[src/rtl/miriscv_irq_ctrl.sv]
// miriscv_irq_ctrl: masks 32 level IRQ lines, picks the lowest pending index and
// sequences trap request, CSR capture and one-hot mret acknowledge back to the device.
module miriscv_irq_ctrl (
    input  logic        clk,
    input  logic        reset,
    input  logic [31:0] irq_req_i,
    input  logic [31:0] mie_i,
    input  logic        int_ack_i,
    input  logic        mret_i,
    output logic        int_o,
    output logic [31:0] mcause_o,
    output logic [31:0] irq_ret_o,
    output logic        irq_active_o
);
    typedef enum logic [1:0] {IDLE, REQ, SERVICE, ACK} state_e;
    state_e      state, state_d;
    logic [4:0]  idx, idx_d, win;
    logic [31:0] pend;
    always_comb begin
        pend = irq_req_i & mie_i;
        win = '0;
        for (int i = 31; i >= 0; i--)
            if (pend[i]) win = 5'(i);
        state_d = state;
        idx_d = idx;
        case (state)
            IDLE: if (|pend) begin
                state_d = REQ;
                idx_d = win;
            end
            REQ:     state_d = int_ack_i ? SERVICE : REQ;
            SERVICE: state_d = mret_i ? ACK : SERVICE;
            default: state_d = IDLE;
        endcase
    end
    // Outputs are registered from the next state so they change on the same edge as the state.
    always_ff @(posedge clk or negedge reset) begin
        if (!reset) begin
            state <= IDLE;
            idx <= '0;
            int_o <= 1'b0;
            mcause_o <= '0;
            irq_ret_o <= '0;
            irq_active_o <= 1'b0;
        end else begin
            state <= state_d;
            idx <= idx_d;
            int_o <= state_d == REQ;
            irq_active_o <= state_d == REQ || state_d == SERVICE;
            irq_ret_o <= state_d == ACK ? 32'(1) << idx_d : '0;
            mcause_o <= state_d == REQ ? {1'b1, 26'b0, idx_d} : mcause_o;
        end
    end
endmodule
[config.mk]
export PLATFORM = sky130hd
export DESIGN_NAME = miriscv_irq_ctrl
export DESIGN_NICKNAME = d
export VERILOG_FILES = /design/src/rtl/miriscv_irq_ctrl.sv
export SDC_FILE = /design/constraint.sdc
export NUM_CORES = 1
export LEC_CHECK = 0
export CAP_MARGIN = 10
export CORE_MARGIN = 2
export CORE_UTILIZATION = 42
export DETAILED_ROUTE_END_ITERATION = 12
export GPL_ROUTABILITY_DRIVEN = 0
export HOLD_SLACK_MARGIN = 0.12
export PLACE_DENSITY = 0.86
export SETUP_SLACK_MARGIN = 0.02
export SLEW_MARGIN = 20
export SYNTH_ARGS = -nofsm -noshare
export SYNTH_HDL_FRONTEND = slang
export SYNTH_SLANG_ARGS = --single-unit
[constraint.sdc]
create_clock -name clk -period 4.3 [get_ports clk]
set_input_delay 1.29 -clock clk [delete_from_list [all_inputs] [get_ports clk]]
set_output_delay 1.29 -clock clk [all_outputs]
set_load 0.01 [all_outputs]
---- Word-level counts from Yosys, hierarchy flattened ----
Cells that the tools add are included.
word-level totals
  output and inout port bits .............. 66
  bits in registers ....................... 47
cells by class
  shifts and indexed selects .............. 1
  reductions and logical operators ........ 3
  equal/unequal tests ..................... 5
  bitwise operators ....................... 1
  mux-type cells .......................... 39
operators by type and width
  cell                                                                   count
  5-bit 2-to-1 mux                                                       34
  32-bit bitwise AND                                                     1
  32-bit 2-to-1 mux                                                      1
  32-bit OR reduction                                                    1
  1-bit by 5-bit left shift with 32-bit output, first input constant     1
  2-bit equality test, second input constant                             3
  2-bit case mux with 3 select lines                                     1
  2-bit by 1-bit equality test with 1-bit output, second input constant  2
  2-bit 2-to-1 mux                                                       2
  2-bit logical NOT                                                      1
  1-bit logical OR                                                       1
  1-bit 2-to-1 mux                                                       1

---- Logic depth before layout (Yosys ltp) ----
Gate-level depths: netlist of run 1.
  depth after elaboration ................. 37
  mapped depth ............................ 10
  gate-level depth less buffers ........... 8

---- Worst setup path before layout of run 1 ----
Ideal clock, no wire load.
  kind .................................... input to register
  start point ............................. input port irq_req_i[7]
  end point ............................... register irq_ret_o[6]
  stages .................................. 9
  arrival time ............................ 3.520 ns
  setup slack ............................. 0.635 ns
  cells stage by stage .................... a22o_1 -> or4_4 -> or2_4 -> o21a_1 -> a221o_1 -> ha_1 -> or3b_1 -> clkbuf_1 -> nor3_1
on the way
  elaborated cells between the ends (all ways) .. 17
  classes of those cells .................. eq/ne (1); shift (1); mux (13); bitwise (1); reduce/logical (1)
RTL lines
  what                                line  source
  start: declaration                  6     input logic [31:0] irq_req_i,
  32-bit bitwise AND                  20    pend = irq_req_i & mie_i;
  32-bit OR reduction                 27    IDLE: if (|pend) begin
  2-bit 2-to-1 mux                    27
  2-bit case mux with 3 select lines  26    case (state)
  named net state_d[0]                16    state_e state, state_d;
  2-bit equality test                 50    irq_ret_o <= state_d == ACK ? 32'(1) << idx_d : '0;
  32-bit 2-to-1 mux                   50
  end signal: assignment              50
  end: declaration                    12    output logic [31:0] irq_ret_o,
The timed path passes the listed nets, and every way through them passes these cells.
A chain may end at the register's enable or synchronous reset.

---- Final worst setup path of run 1 ----
  start point ............................. input port irq_req_i[7]
  end point ............................... register irq_ret_o[0]
Same word-level chain as after synthesis.

==> out/results.ini, run 1 <==
[yosys]
synth_seq_cells=47
syn_area_per_cell_um2=10.3
ys_dominant_reg_cell=dfrtp_1
synth_common_cells=dfrtp_1 (47), nor3_1 (36), buf_4 (26), nand2_1 (18), a22o_1 (12)
synthArstFlopShare_pct=100
synthMuxAreaShare_pct=1.38
synth_seq_area_share_pct=47.9
yosysMostFrequentCell=dfrtp_1
synthesis.area_mm2=0.00245
synth_top_family_by_area=compound AO/OA/AOI/OAI gates
yosysWarningCount=0
synth.area.top_cells=dfrtp_1 (48%), buf_4 (8.0%), nor3_1 (7.3%)
synth_edf_count=0
synth_compound_area_share_pct=21.2
synthSimpleGateAreaFrac_pct=18.0
synth-xor-area-share_pct=0
syn_inst=239
synthDistinctLibCells=48
synth_fa_ha_area_share_pct=1.02
synth_top_area_share_pct=47.9
yosysTopAreaCell=dfrtp_1

[min_path]
whs_path_depth=1
min_to=mcause_o[31]
min_from=mcause_o[31]
min_path_type=register to register

[floorplanning]
core-area_mm2=0.00557
die_h_um=80.5
initial_utilization_pct=44.0
die-area_mm2=0.00647
fp-row-count=27
io_pins=134
fp.dieW_um=80.5

[placement]
port_buffers=107
dp_cells=413
hpwl_mm=5.02

[power]
p_total_mw=1.49
p_leak_nw=1.50
seq_power_share_pct=37.8
p_comb_share_pct=45.8
ir_worst_vdd_v=0.000216
p_switching_mw=0.561
power.internal_mw=0.925
p_sw_share_pct=37.8
power_density_mw_per_mm2=416
clock_power_share_pct=16.4

[clock_network]
cts_root_buf=clkbuf_8
cts_tree=yes
clk_path_buf_depth=2
clkTransAtPathRegs_ps=80
cts-buffers-inserted=5
postCtsHoldBufs=0
worstSkewPairLatency_ps=290
cts_max_level=2
ctsResizeCount=0
cts_num_sinks=47
post_cts_buffers=0

[sta]
maxSlewViolCount=0
min_period_ps=3910
max_freq_mhz=256
relSlewSlack_pct=42.2
setup_viol=0
fin_crit_sh_pct=90.9
clock_skew_ps=4.35
rsz0062_at_grt=no
fin_tns_setup_ps=0
worst_slew_pin_slew_ps=863
hold_violations=0

[route]
wl_per_cell_um=14.6
drt_iter0_markers=64
routed_via_density=5.42
routed_wl_mm=6.16
drt_pass1_iterations=5
drc=0
vias=2289
postRouteAntennaNets=0

[grt]
grt_start_max_net_pins=48
first_global_vias=2179
antenna_found_initial=0
met3_usage_pct=3.03
use_met1_pct=20.4
grt_first_pass_wirelength_mm=9.64
top_usage_layer=met2
grtUsageTotal_pct=19.2
met2_usage_pct=38.5
grt_overflow=0

[cells_and_area]
syn_to_final_growth_pct=45.7
drive_gt1_share_pct=6.00
fillers=442
final_cells=422
n_antenna_cell=0
nNetsFinal=419
final_util_pct=64.2

[critical_path]
crit_arrival_ps=4040
rr_startpoint=state[0]
path_max_fanout=8
crit_type=input port to register
worst_setup_path_end_kind=register
worstPathRequired_ps=4440
cp-start-kind=input port
r2r_slack_ps=2020
regToRegEndpoint=irq_ret_o[7]
reg2reg_depth=6

[status]
outcome=complete, no violations

[run]
max_cap_violations=0

-- final cells by class --
type,instances,area (µm²),share of cell area (%)
Sequential cell,47,1180,32.9
Multi-Input combinational cell,182,1120,31.3
Timing Repair Buffer,109,1090,30.6
Tap cell,72,90.1,2.52
Clock buffer,7,76.3,2.13
Inverter,4,17.5,0.490
Clock inverter,1,5.00,0.140
-- per-stage QoR --
| stage | setup slack [ps] | instance area [µm²] | hold slack [ps] |
|---|---|---|---|
| 2_1_floorplan | 635 | 2550 | 512 |
| 3_3_place_gp | 159 | 3480 | 469 |
| 3_5_place_dp | 103 | 3480 | 475 |
| 4_1_cts | 408 | 3560 | 492 |
| 5_1_grt | 289 | 3580 | 534 |
| 6_report | 393 | 3580 | 488 |
-- cell families (layout without fill, tap and decap cells) --
group           Yosys count  count (layout)
flops                    47              47
fa+ha+maj                 2               2
simple gates             85              85
buf+inv                  35             121
compound gates           66              66
mux                       3               3
other cells               1              26
-- worst max path at each step --
stage                       startpoint             to  slack, ps  depth (start not counted)
after detailed placement  irq_req_i[7]   irq_ret_o[0]        100                          9
after CTS                 irq_req_i[7]   irq_ret_o[0]        410                          9
final                     irq_req_i[7]   irq_ret_o[0]        390                          9
after floorplan           irq_req_i[7]   irq_ret_o[6]        630                          9
after global placement    irq_req_i[5]   mcause_o[31]        160                          8
after global routing      irq_req_i[7]  irq_ret_o[17]        290                          9
-- layer usage --
metal,wire (µm),up-vias
met5,0,-
met4,53,0
met3,462,4
met2,3330,125
met1,2310,1085
li1,-,1075
-- sequential cells by signal (all words and copies together), names as in the netlist --
name and count:
idx 5, mcause_o 6, state 2, irq_ret_o 32, int_o 1, irq_active_o 1
-- layout by cell type, fill, tap and decap left out, drive strengths merged, types with 4 or more instances in the layout --
cell type | synthesis | final
clkdlybuf4s50 | 0 | 106
a22oi | 10 | 10
dfrtp | 47 | 47
a32oi | 4 | 4
a21oi | 7 | 7
inv | 4 | 4
nand3 | 5 | 5
a22o | 12 | 12
a31oi | 4 | 4
nand2 | 18 | 18
conb | 1 | 26
nor3 | 36 | 36
o21ai | 7 | 7
nor2 | 6 | 6
clkbuf | 2 | 7
and2 | 4 | 4
-- power by group through the flow --
stage,clock network [mW],registers [mW],logic (mW)
floorplan,0,0.584,0.431
global placement,0,0.569,0.653
finish,0.245,0.562,0.681
global route,0.271,0.569,0.738
detailed placement,0,0.571,0.674
CTS,0.246,0.562,0.677
-- critical path, cell delays in order --
cell and delay, ps:
clkdlybuf4s50_1 450, a22o_1 290, or4_4 520, or2_4 290, o21a_1 250, a221o_1 320
ha_1 250, or3b_1 310, nor3_1 80
Power figures use the tool's default switching activity.
==> run 2, diff against run 1 <==
Settings changed: CELL_PAD_IN_SITES_DETAIL_PLACEMENT from default to 1, CELL_PAD_IN_SITES_GLOBAL_PLACEMENT from default to 2, CORE_MARGIN 2 to default, CORE_UTILIZATION 42 to 24, PLACE_DENSITY 0.86 to default, PLACE_DENSITY_LB_ADDON from default to 0.1.
==> run 2 against run 1 <==
Register-to-register slack got worse by 80 ps. Power grew 2.9%. Final cell count grew 15%. Sequential power barely moved. Critical path depth is the same. Clock power up 3%. Maximum frequency is 2.5% lower. Sequential share of layout area decreased by 0.70 points. Non-clock buffer count up 1. First-iteration DRC count increased by 14%. Combinational power increased by 5.0%. Flip-flop and latch count is the same.
==> out/results.ini, run 2 (synthesized netlist as in run 1, its figures left out) <==
[cells_and_area]
layout_commonest_cell=clkdlybuf4s50_1  ; unchanged
regArea_mm2=0.00118  ; unchanged
n_antenna_cell=0  ; unchanged
largest-register=irq_ret_o  ; unchanged
final_util_pct=37.0  ; was 64.2%
final_cell_mix=clkdlybuf4s50_1 (106), dfrtp_1 (47), nor3_1 (36)  ; unchanged
largest_reg_flops=32  ; unchanged
reg_top3=irq_ret_o: 32 flops, mcause_o: 6 flops, idx: 5 flops  ; unchanged
fillers=1109  ; was 442
multi_input_area_mm2=0.00112  ; unchanged
syn_to_final_growth_pct=48.9  ; was 45.7%
nNetsFinal=420  ; was 419
drive_gt1_share_pct=6.55  ; was 6.00%

[critical_path]
path_cells=clkdlybuf4s50_1, a22o_1, or4_4, or2_4, o21a_1, a221o_1, ha_1, or3b_1, nor3_1  ; unchanged
crit_type=input port to register  ; unchanged
worstPathRequired_ps=4440  ; about the same
cp-start-kind=input port  ; unchanged
r2r_slack_ps=1940  ; was 2020 ps
max_stage_delay_ps=530  ; was 520 ps
worst_setup_path_end_kind=register  ; unchanged
critPathSlowestCell=or4_4  ; unchanged
crit_arrival_ps=4150  ; was 4040 ps
path_max_fanout=8  ; unchanged

[floorplanning]
die_h_um=103  ; was 80.5 µm
fp.dieW_um=103  ; was 80.5 µm
fp-row-count=36  ; was 27
io_pins=134  ; unchanged
core-area_mm2=0.00986  ; was 0.00557 mm²
initial_utilization_pct=24.9  ; was 44.0%
die-area_mm2=0.0106  ; was 0.00647 mm²

[sta]
clock_skew_ps=6.92  ; was 4.35 ps
setup_viol=0  ; unchanged
fin_crit_sh_pct=93.2  ; was 90.9%
relSlewSlack_pct=38.1  ; was 42.2%
worst_slew_pin_slew_ps=925  ; was 863 ps
min_period_ps=4010  ; was 3910 ps
hold_violations=0  ; unchanged
max_freq_mhz=250  ; was 256 MHz
whs_ps=486  ; was 488 ps
maxSlewViolCount=0  ; unchanged
finalWorstSetupSlack_ps=294  ; was 393 ps
rsz0062_at_grt=no  ; unchanged

[route]
vias=2200  ; was 2289
wl_per_cell_um=14.7  ; was 14.6 µm
routed_via_density=4.55  ; was 5.42
postRouteAntennaNets=0  ; unchanged
drc=0  ; unchanged
routed_wl_mm=7.11  ; was 6.16 mm
drt_iter0_markers=73  ; was 64
drt_pass1_iterations=4  ; was 5

[clock_network]
clk_path_buf_depth=2  ; unchanged
post_cts_buffers=0  ; unchanged
cts_num_sinks=47  ; unchanged
cts_root_buf=clkbuf_8  ; unchanged
cts_tree=yes  ; unchanged
worstSkewPairLatency_ps=290  ; about the same
cts_max_level=2  ; unchanged
postCtsHoldBufs=0  ; unchanged
ctsResizeCount=0  ; unchanged
cts-buffers-inserted=5  ; unchanged
clkTransAtPathRegs_ps=80  ; about the same

[power]
ir_worst_vdd_v=0.000184  ; was 0.000216 V
p_leak_nw=1.50  ; about the same
p_total_mw=1.53  ; was 1.49 mW
power_density_mw_per_mm2=419  ; was 416 mW/mm²

[grt]
antenna_found_initial=0  ; unchanged
grt_overflow=0  ; unchanged
grt_first_pass_wirelength_mm=11.3  ; was 9.64 mm
grtUsageTotal_pct=13.9  ; was 19.2%
first_global_vias=2301  ; was 2179
grt_start_max_net_pins=48  ; unchanged

[min_path]
min_path_type=register to register  ; unchanged

[run]
max_cap_violations=0  ; unchanged

[status]
outcome=complete, no violations  ; unchanged

[placement]
hpwl_mm=5.83  ; was 5.02 mm
dpl_worst_slack_ps=-44.7  ; was 103 ps
port_buffers=107  ; unchanged

-- run 2: worst max-delay path: cells and delay by family --
kind	cells	cell delay, ps
AO/OA/AOI/OAI	3	890
adder cells (fa/ha/maj)	1	270
buffers and inverters	1	440
AND/OR/NAND/NOR	4	1260
-- run 2: area by class of cell --
| cell class | instances | area share (%) |
|---|---|---|
| sequential | 47 | 32.2 |
| multi-input combinational | 182 | 30.6 |
| inverter | 4 | 0.479 |
| clock inverter | 2 | 0.342 |
| tap | 133 | 4.55 |
| clock buffer | 6 | 1.99 |
| timing repair buffer | 110 | 29.9 |
-- run 2: worst paths after layout --
| kind | start | to | depth (start not counted) |
|---|---|---|---|
| max in group asynchronous | reset | irq_ret_o[21] | 1 |
| max reg2reg | state[1] | irq_ret_o[7] | 6 |
| max | irq_req_i[7] | irq_ret_o[5] | 9 |
| min in group asynchronous | reset | mcause_o[31] | 1 |
| min reg2reg | mcause_o[31] | mcause_o[31] | 1 |
| min | mcause_o[31] | mcause_o[31] | 1 |
-- run 2: metrics by stage --
stage	area [µm²]	TNS, ps	instances
floorplan	2550	0	264
global placement	3570	0	476
detailed placement	3570	-194	476
CTS	3650	0	484
global route	3650	0	484
finish	3650	0	484
-- run 2: layer usage --
metal	wire length [µm]	up-vias	track usage, %	part of all wire (%)
li1	-	1076	-	-
met1	3020	1029	16.9	43
met2	3530	89	24.6	50
met3	470	6	3.25	6.6
met4	84	0	3.58	1.2
met5	0	-	0	0
-- run 2: report_power, final --
group	leakage [nW]	internal [mW]	switching (mW)
Combinational	0.833	0.300	0.416
Clock	0.0412	0.114	0.139
Sequential	0.627	0.521	0.0418
==> run 3, diff against run 2 <==
Settings changed: CORE_MARGIN from default to 1, CTS_BUF_LIST from default to sky130_fd_sc_hd__clkbuf_8, CTS_CLUSTER_DIAMETER from default to 150.
==> run 3 against run 2 <==
Register-to-register slack about the same. Die area is the same. Sequential power about the same. Clock skew hardly changed. Critical endpoint unchanged. Largest cell class unchanged. Highest routed layer unchanged.
==> out/results.ini, run 3 (synthesized netlist as in run 1, its figures left out) <==
[sta]
rsz0062_at_grt=no  ; unchanged
worst_slew_pin_slew_ps=924  ; was 925 ps
fin_crit_sh_pct=93.2  ; about the same
hold_violations=0  ; unchanged
setup_viol=0  ; unchanged
relSlewSlack_pct=38.1  ; about the same
maxSlewViolCount=0  ; unchanged
clock_skew_ps=6.64  ; was 6.92 ps
min_period_ps=4010  ; about the same
finalWorstSetupSlack_ps=292  ; was 294 ps
max_freq_mhz=249  ; was 250 MHz
whs_ps=486  ; about the same

[clock_network]
post_cts_buffers=0  ; unchanged
clk_path_buf_depth=2  ; unchanged
cts_root_buf=clkbuf_8  ; unchanged
ctsResizeCount=0  ; unchanged
worstSkewPairLatency_ps=290  ; about the same
clkTransAtPathRegs_ps=80  ; about the same
cts_tree=yes  ; unchanged
postCtsHoldBufs=0  ; unchanged
cts-buffers-inserted=5  ; unchanged
cts_num_sinks=47  ; unchanged
cts_max_level=2  ; unchanged

[cells_and_area]
drive_gt1_share_pct=6.55  ; unchanged
layout_commonest_cell=clkdlybuf4s50_1  ; unchanged
fillers=1109  ; unchanged
syn_to_final_growth_pct=48.9  ; unchanged
largest-register=irq_ret_o  ; unchanged
largest_reg_flops=32  ; unchanged
nNetsFinal=420  ; unchanged
final_cell_mix=clkdlybuf4s50_1 (106), dfrtp_1 (47), nor3_1 (36)  ; unchanged
reg_top3=irq_ret_o: 32 flops, mcause_o: 6 flops, idx: 5 flops  ; unchanged
n_antenna_cell=0  ; unchanged
design_area_mm2=0.00365  ; unchanged

[critical_path]
cp-start-kind=input port  ; unchanged
reg2reg_depth=6  ; unchanged
worst_setup_path_end_kind=register  ; unchanged
regToRegEndpoint=irq_ret_o[7]  ; unchanged
endpoint=irq_ret_o[5]  ; unchanged
r2r_slack_ps=1940  ; about the same
crit_arrival_ps=4150  ; about the same
worstPathRequired_ps=4440  ; about the same
rr_startpoint=state[1]  ; unchanged
crit_type=input port to register  ; unchanged
path_max_fanout=8  ; unchanged
critPathLaunch=irq_req_i[7]  ; unchanged

[grt]
grt_overflow=0  ; unchanged
antenna_found_initial=0  ; unchanged
grt_start_max_net_pins=48  ; unchanged
grt_first_pass_wirelength_mm=11.3  ; unchanged
grtUsageTotal_pct=13.9  ; unchanged
first_global_vias=2301  ; unchanged

[run]
max_cap_violations=0  ; unchanged

[floorplanning]
io_pins=134  ; unchanged
initial_utilization_pct=24.9  ; unchanged
die-area_mm2=0.0106  ; unchanged
die_h_um=103  ; unchanged
core-area_mm2=0.00986  ; unchanged
fp-row-count=36  ; unchanged
fp.dieW_um=103  ; unchanged

[power]
p_leak_nw=1.51  ; was 1.50 nW
ir_worst_vdd_v=0.000184  ; about the same
p_comb_share_pct=46.8  ; was 46.7%
clock_power_share_pct=16.4  ; was 16.5%
p_sw_share_pct=39.0  ; about the same
p_total_mw=1.53  ; about the same
seq_power_share_pct=36.8  ; about the same
power_density_mw_per_mm2=418  ; was 419 mW/mm²
power.internal_mw=0.932  ; was 0.934 mW
p_switching_mw=0.597  ; was 0.596 mW

[route]
drt_iter0_markers=73  ; unchanged
routed_via_density=4.55  ; unchanged
vias=2200  ; unchanged
drc=0  ; unchanged
wl_per_cell_um=14.7  ; unchanged
postRouteAntennaNets=0  ; unchanged
routed_wl_mm=7.11  ; unchanged
drt_pass1_iterations=4  ; unchanged

[placement]
placed_area_mm2=0.00357  ; unchanged
hpwl_mm=5.83  ; unchanged
port_buffers=107  ; unchanged
dpl_worst_slack_ps=-44.7  ; unchanged

[min_path]
min_from=mcause_o[31]  ; unchanged
min_path_type=register to register  ; unchanged

[status]
outcome=complete, no violations  ; unchanged

## run 3: stage by stage
stage                     cells  setup TNS [ps]  util (%)
final                       484               0      37.0
after global routing        484               0      37.0
after CTS                   484               0      37.0
after detailed placement    476            -194      36.2
after global placement      476               0      36.2
after floorplan             264               0         -
## run 3: final cells by class
type                            count  area [µm²]  share of cell area (%)
Sequential cell                    47        1180                    32.2
Inverter                            4        17.5                   0.479
Clock buffer                        5        68.8                    1.88
Multi-Input combinational cell    182        1120                    30.6
Timing Repair Buffer              110        1090                    29.9
Tap cell                          133         166                    4.55
Clock inverter                      3        16.3                   0.445
## run 3: worst min-delay path by stage
| stage | depth (start not counted) | slack, ps | to |
|---|---|---|---|
| global placement | 1 | 460 | mcause_o[31] |
| detailed placement | 1 | 470 | mcause_o[31] |
| global route | 1 | 490 | mcause_o[31] |
| CTS | 1 | 490 | mcause_o[31] |
| floorplan | 1 | 510 | mcause_o[31] |
| finish | 1 | 490 | mcause_o[31] |
## run 3: per-layer routing
metal  GRT usage [%]  share of wire (%)  vias up
li1                -                  -     1076
met1            16.9                 43     1029
met2            24.6                 50       89
met3            3.25                6.6        6
met4            3.58                1.2        0
met5               0                  0        -
## run 3: power by group through the flow
| stage | clock, mW | combinational, mW | sequential, mW |
|---|---|---|---|
| 2_1_floorplan | 0 | 0.431 | 0.584 |
| 3_3_place_gp | 0 | 0.705 | 0.573 |
| 3_5_place_dp | 0 | 0.721 | 0.571 |
| 4_1_cts | 0.260 | 0.725 | 0.564 |
| 5_1_grt | 0.281 | 0.790 | 0.572 |
| 6_report | 0.250 | 0.715 | 0.563 |
## run 3: worst max-delay path: stages
cell	delay, ps
clkdlybuf4s50_1	440
a22o_1	310
or4_4	530
or2_4	290
o21a_1	250
a221o_1	330
ha_1	270
or3b_1	350
nor3_1	90
